`src/rtl/regfile_sb.sv`:
```
// regfile_sb: RISC-V integer register file, two combinational read ports,
// one synchronous write port, per-register pending-write scoreboard.
// x0 reads as zero, ignores writes and is never marked busy.
// Compile-time option: REGFILE_SB_BYPASS_EN forwards the write port to the
// read ports in the same cycle (data and busy bit).
module regfile_sb #(
   parameter int unsigned n  = 32,
   parameter int unsigned aw = 5
) (
   input  logic            clock,
   input  logic            reset,
   input  logic            regw,
   input  logic [aw-1:0]   waddr,
   input  logic [n-1:0]    wdata,
   input  logic [aw-1:0]   rR1,
   input  logic [aw-1:0]   rR2,
   output logic [n-1:0]    dR1,
   output logic [n-1:0]    dR2,
   output logic            busy1,
   output logic            busy2,
   input  logic            resv,
   input  logic [aw-1:0]   raddr,
   output logic            resv_err,
   output logic [aw:0]     nbusy
);

   localparam int unsigned NREG = 2**aw;
   localparam int unsigned CW   = aw + 1;

   logic [n-1:0]    r_mem [NREG];
   logic [NREG-1:0] r_busy;
   logic [CW-1:0]   r_nbusy;
   logic            r_resv_err;

   logic            w_wr_ok;
   logic            w_rs_ok;
   logic            w_set;
   logic            w_err;
   logic            w_clr;
   logic [NREG-1:0] w_busy_nxt;

   // Qualify requests: anything aimed at x0 is dropped.
   always_comb begin
      w_wr_ok = regw && (waddr != '0);
      w_rs_ok = resv && (raddr != '0);
      w_set   = w_rs_ok && !r_busy[raddr];
      w_err   = w_rs_ok &&  r_busy[raddr];
      // A write clears its busy bit unless a same-address reserve re-arms it.
      w_clr   = w_wr_ok && r_busy[waddr] && !(w_rs_ok && (raddr == waddr));
   end

   // Next busy vector: write clears first, reservation wins on a collision.
   always_comb begin
      w_busy_nxt = r_busy;
      if (w_wr_ok) w_busy_nxt[waddr] = 1'b0;
      if (w_rs_ok) w_busy_nxt[raddr] = 1'b1;
   end

   // Storage, scoreboard, busy counter and reserve-error flag.
   always_ff @(posedge clock) begin
      if (reset) begin
         for (int i = 0; i < int'(NREG); i++) r_mem[i] <= '0;
         r_busy     <= '0;
         r_nbusy    <= '0;
         r_resv_err <= 1'b0;
      end else begin
         if (w_wr_ok) r_mem[waddr] <= wdata;
         r_busy     <= w_busy_nxt;
         r_nbusy    <= r_nbusy + CW'(w_set) - CW'(w_clr);
         r_resv_err <= w_err;
      end
   end

   // Read ports, with optional same-cycle forwarding from the write port.
   always_comb begin
      dR1   = (rR1 == '0) ? '0 : r_mem[rR1];
      dR2   = (rR2 == '0) ? '0 : r_mem[rR2];
      busy1 = (rR1 == '0) ? 1'b0 : r_busy[rR1];
      busy2 = (rR2 == '0) ? 1'b0 : r_busy[rR2];
`ifdef REGFILE_SB_BYPASS_EN
      if (w_wr_ok && (waddr == rR1)) begin
         dR1   = wdata;
         busy1 = w_rs_ok && (raddr == waddr);
      end
      if (w_wr_ok && (waddr == rR2)) begin
         dR2   = wdata;
         busy2 = w_rs_ok && (raddr == waddr);
      end
`endif
   end

   assign resv_err = r_resv_err;
   assign nbusy    = r_nbusy;

endmodule

```
`config.mk`:
```
export PLATFORM = sky130hd
export DESIGN_NAME = regfile_sb
export DESIGN_NICKNAME = d
export VERILOG_FILES = /design/src/rtl/regfile_sb.sv
export SDC_FILE = /design/constraint.sdc
export NUM_CORES = 2
export LEC_CHECK = 0
export CORE_ASPECT_RATIO = 1.4
export CORE_MARGIN = 10
export CORE_UTILIZATION = 46
export CTS_BUF_LIST = sky130_fd_sc_hd__clkbuf_8
export DETAILED_ROUTE_END_ITERATION = 8
export PLACE_DENSITY = 0.59
export SLEW_MARGIN = 20
export SYNTH_ARGS = -nofsm -noshare
export SYNTH_HDL_FRONTEND = slang
export SYNTH_SLANG_ARGS = --single-unit
```
`constraint.sdc`:
```
create_clock -name clock -period 6.7 [get_ports clock]
set_input_delay 0.67 -clock clock [delete_from_list [all_inputs] [get_ports clock]]
set_output_delay 0.67 -clock clock [all_outputs]
set_load 0.03 [all_outputs]
```
# Word-level counts from Yosys, hierarchy flattened
# Memories as Yosys holds them, arrays and structs flattened.
# Cells that the tools add are included.
# classes
n_addsub,2
order_cmp,6
n_eq_ne,1
n_mux,26
bitwise,3
reduce_logical,16
# op_table
operator,n
2-to-1 mux 32 bit,5
AND 32 bit,1
NOT 32 bit,1
bitwise OR 32 bit,1
OR reduction 32 bit,1
"< comparator 5 x 6 -> 1 bit, second input constant",4
binary-select mux 1 bit (select 5 bit),4
2-to-1 mux 1 bit,14
demux 1 bit (select 5 bit),2
"greater-or-equal comparator 5 x 1 -> 1 bit, second input constant",2
logical NOT 5 bit,2
nonzero test 5 bit,2
logical AND 1 bit,9
adder 6 x 1 -> 6 bit,1
subtractor 6 x 1 -> 6 bit,1
equality test 5 bit,1
2-to-1 mux 5 bit,1
logical NOT 1 bit,2
# word_totals
register_bits,39
ram_bits,1024
inputBits,56
out_inout_bits,73
elab_cells,58
mem_count,1
# mem_list
memory,words,width,read_ports,rd_ports_with_merged_regs,wr,line,rtl
r_mem,32,32,2,0,32,30,logic [n-1:0] r_mem [NREG];

# Longest topological paths before layout
# depth
word_depth,9
depth_mapped,14

# Worst setup path after synthesis
# Ideal clock, no wire load.
# synth_timing
path_type,input -> register
start,input port waddr[4]
end,memory r_mem[1][0] (enable)
arrival_time_ns,3.760
required_time_ns,6.228
setup_slack_ns,2.468
cell_stages,4
n_path_buf,2
path_cell_list,buf_2 or3_1 clkbuf_1 o31ai_1
# synth_rtl
element,line,rtl
start: declaration,13,"input logic [aw-1:0] waddr,"
end: declaration,30,

# Final worst setup path
# layout_timing
start,input port rR1[1]
end,output port dR1[29]
# layout_between
elab_chain_len,2
elab_cells_between_ends,3
cone_classes,mux: 1; reduce/logical: 1; memory: 1
# layout_lines
element,line,rtl
start: declaration,15,"input logic [aw-1:0] rR1,"
memory (32 x 32 bit) / logical NOT 5 bit (equally long branches),n/a,
2-to-1 mux 32 bit *,76,dR1 = (rR1 == '0) ? '0 : r_mem[rR1];
end: declaration,17,"output logic [n-1:0] dR1,"
# Every way passes the cells marked *; elsewhere a longest branch is shown, timed or not.

==> metrics.md <==
| Metric | Value |
|---|---|
| Status | finished, final reports clean |
| First drt pass iteration count | 5 |
| Skew final | 0.0237 ns |
| Asr flop ratio synth | 0% |
| Row cnt | 152 |
| Setup crit end kind | output pin |
| Final min period | 4.84 ns |
| Clock root cell | clkbuf_8 |
| Sw Share | 27.4% |
| Crit Path Class | in2out |
| Psw | 4.17 mW |
| Worst slew pin tran | 1.19 ns |
| CP required | 6.03 ns |
| Max cap viols | 0 |
| Via count | 35.0k |
| FILL cells | 10.1k |
| Sink Count | 1063 |
| Vias per Instance | 6.37 |
| #FFs+latches synth | 1063 |
| Post-CTS Setup Bufs | 0 |
| Global route total overflow | 0 |
| CTS Hold Bufs | 0 |
| Register area share after synthesis | 55.5% |
| Post-route cell area | 0.0629 mm2 |
| Post-DP HPWL | 116 mm |
| Clk_lat worst skew | 0.88 ns |
| Gpl congestion | 0.917 |
| Non-filler cells, final | 5492 |
| Slew Viols, Final | 0 |
| Core area | 0.123 mm2 |
| Clock network power share | 33.4% |
| Starting Density | 46.3% |
| Die Footprint | 0.138 mm2 |
| Number of DRC markers in iteration 0 | 4410 |
| Reg area | 0.0315 mm2 |
| Arrival time worst endpoint | 4.17 ns |
| RSZ-0062 raised after global routing | no |
| Final setup fails | 0 |
| Post-synth EDFFs | 1024 |
| Die width | 317 um |
| Initial antenna violation count | 15 |
| H-tree levels | 4 |
| Cell leakage power | 21.6 nW |
| TritonCTS Buffers | 165 |
| Final Hold Viols | 0 |
| Die span in y | 436 um |
| Synth cell types | 50 |
| Pwr dens | 242 mW/mm2 |
| ANT nets after route | 0 |
| Final wirelength | 190 mm |
| Most frequent cells in the layout | edfxtp_1, and2_1, mux4_2 |
| Crit path max fanout | 52 |
| Final core utilization | 51.3% |
| Mean Syn Cell Area | 15.3 um2 |
| Commonest non-fill, non-tap cell in the layout | edfxtp_1 |
| Sequential Power Share | 51.6% |
| Fin nets | 3817 |
| P_int | 11.0 mW |
| Clk buf depth | 3 |
| Main flop type after synthesis | edfxtp_1 |
| CP startpoint kind | input pin |
| HP Class | in2reg |
| Fraction of layout cells with a size suffix above 1 | 25.6% |
| DRC | 0 |
| Total chip power | 15.2 mW |
| First-pass GRT wire length | 269 mm |
| Mapped cell area | 0.0568 mm2 |
| Number of global-route vias before repair | 36.0k |
| Post-Place Cells | 5203 |
| All-Layer GR Usage | 27.4% |
| Num ports | 129 |
| CTS tree | yes |
| Largest net degree at the start of global routing | 77 |
| Multi-input logic area | 0.0239 mm2 |
| Post-Syn Instances | 3712 |
| Comb pwr share | 15.0% |
| Worst-path clk slew | 0.06 ns |
| Relative slew slack | 20.5% |
| Final critical-path share of the clock period | 72.3% |
| Max VDD drop | 0.213 mV |
| Synth-to-Final Area Change | 10.7% |
| Reg2Reg Setup Slack | 3.58 ns |
| WL/cell | 34.6 um |
| Post-CTS Resized | 0 |
| Setup TNS | 0 ns |
| I/O Buffers | 128 |
| Achievable Freq | 207 MHz |
| Warnings from Yosys | 0 |
| Placed cell area | 0.0601 mm2 |
[cell usage after synthesis (all sizes together), types with 2 or more instances]
library cell | number | area, um2
a211oi | 16 | 120
a21o | 6 | 45.0
a21oi | 11 | 55.1
a221oi | 41 | 372
a22oi | 55 | 413
a32o | 5 | 50.1
a32oi | 3 | 26.3
and2 | 993 | 6210
and3 | 31 | 194
and3b | 6 | 52.6
buf | 135 | 761
clkbuf | 263 | 987
clkinv | 2 | 7.51
dfxtp | 39 | 781
edfxtp | 1024 | 30700
ha | 6 | 75.1
inv | 72 | 270
mux2 | 25 | 282
mux2i | 124 | 1240
mux4 | 552 | 12400
nand2 | 87 | 327
nand2b | 4 | 25.0
nand3 | 9 | 45.0
nand3b | 7 | 52.6
nand4 | 4 | 25.0
nor2 | 38 | 143
nor2b | 9 | 56.3
nor3 | 8 | 40.0
nor3b | 8 | 60.1
o211ai | 26 | 195
o21ai | 26 | 130
o221ai | 33 | 289
o22ai | 16 | 100
o31ai | 4 | 30.0
or2 | 5 | 31.3
or3 | 3 | 18.8
xnor2 | 4 | 35.0
xor2 | 5 | 43.8
[power groups by stage]
stage	Combinational [mW]	Sequential, mW	Clock, mW
2_1_floorplan	1.39	7.94	0
3_5_place_dp	2.28	7.98	0
3_3_place_gp	2.27	7.96	0
4_1_cts	2.29	7.84	5.13
5_1_grt	2.38	7.88	5.39
6_report	2.28	7.85	5.07
[sequential cells by signal (all words and copies together), names as in the netlist]
signal    count
r_busy       32
nbusy         6
resv_err      1
r_mem      1024
[worst max-delay path, cell delays in order]
cell and delay, ns:
buf_8 0.37, buf_4 0.74, mux4_2 0.36, o221ai_1 0.14, a221oi_1 0.84, clkdlybuf4s50_1 0.84
[layer usage]
| layer | vias to the layer above | track usage [%] | share of wire [%] |
|---|---|---|---|
| met5 | - | 0 | 0.032 |
| met4 | 10 | 10.2 | 3.8 |
| met3 | 388 | 5.72 | 8.6 |
| met2 | 1739 | 45.7 | 50 |
| met1 | 18500 | 35.0 | 37 |
| li1 | 14300 | - | - |
[path summary, 6_finish.rpt]
path | from | cells after the start | end
hold reg to reg | r_busy[0]$_SDFF_PP0_ | 1 | r_busy[0]$_SDFF_PP0_
setup / recovery | rR1[1] | 6 | dR1[29]
hold / removal | reset | 2 | r_busy[0]$_SDFF_PP0_
setup reg to reg | r_busy[4]$_SDFF_PP0_ | 12 | nbusy[4]$_SDFF_PP0_
[layout make-up]
class,instances,area share (%)
Timing Repair Buffer,242,3.57
Clock buffer,172,3.76
Tap cell,1617,3.22
Clock inverter,111,0.839
Multi-Input combinational cell,2208,38.0
Sequential cell,1063,50.1
Antenna cell,5,0.0199
Inverter,74,0.442
[through the flow]
step	hold WS [ns]	setup WS (ns)
2_1_floorplan	0.465	2.47
4_1_cts	0.156	1.73
6_report	0.196	1.86
3_3_place_gp	0.493	1.73
5_1_grt	0.205	1.78
3_5_place_dp	0.505	1.72
[cells by family after synthesis]
group                    share of synthesized area, %
multiplexers                                     24.6
other                                         0.00660
XOR/XNOR                                        0.139
flip-flops                                       55.5
adder cells (fa/ha/maj)                         0.167
buffers and inverters                            3.56
AND/OR/NAND/NOR                                  12.8
AO/OA/AOI/OAI                                    3.26
Note: power is estimated with default switching activity, not from simulation.
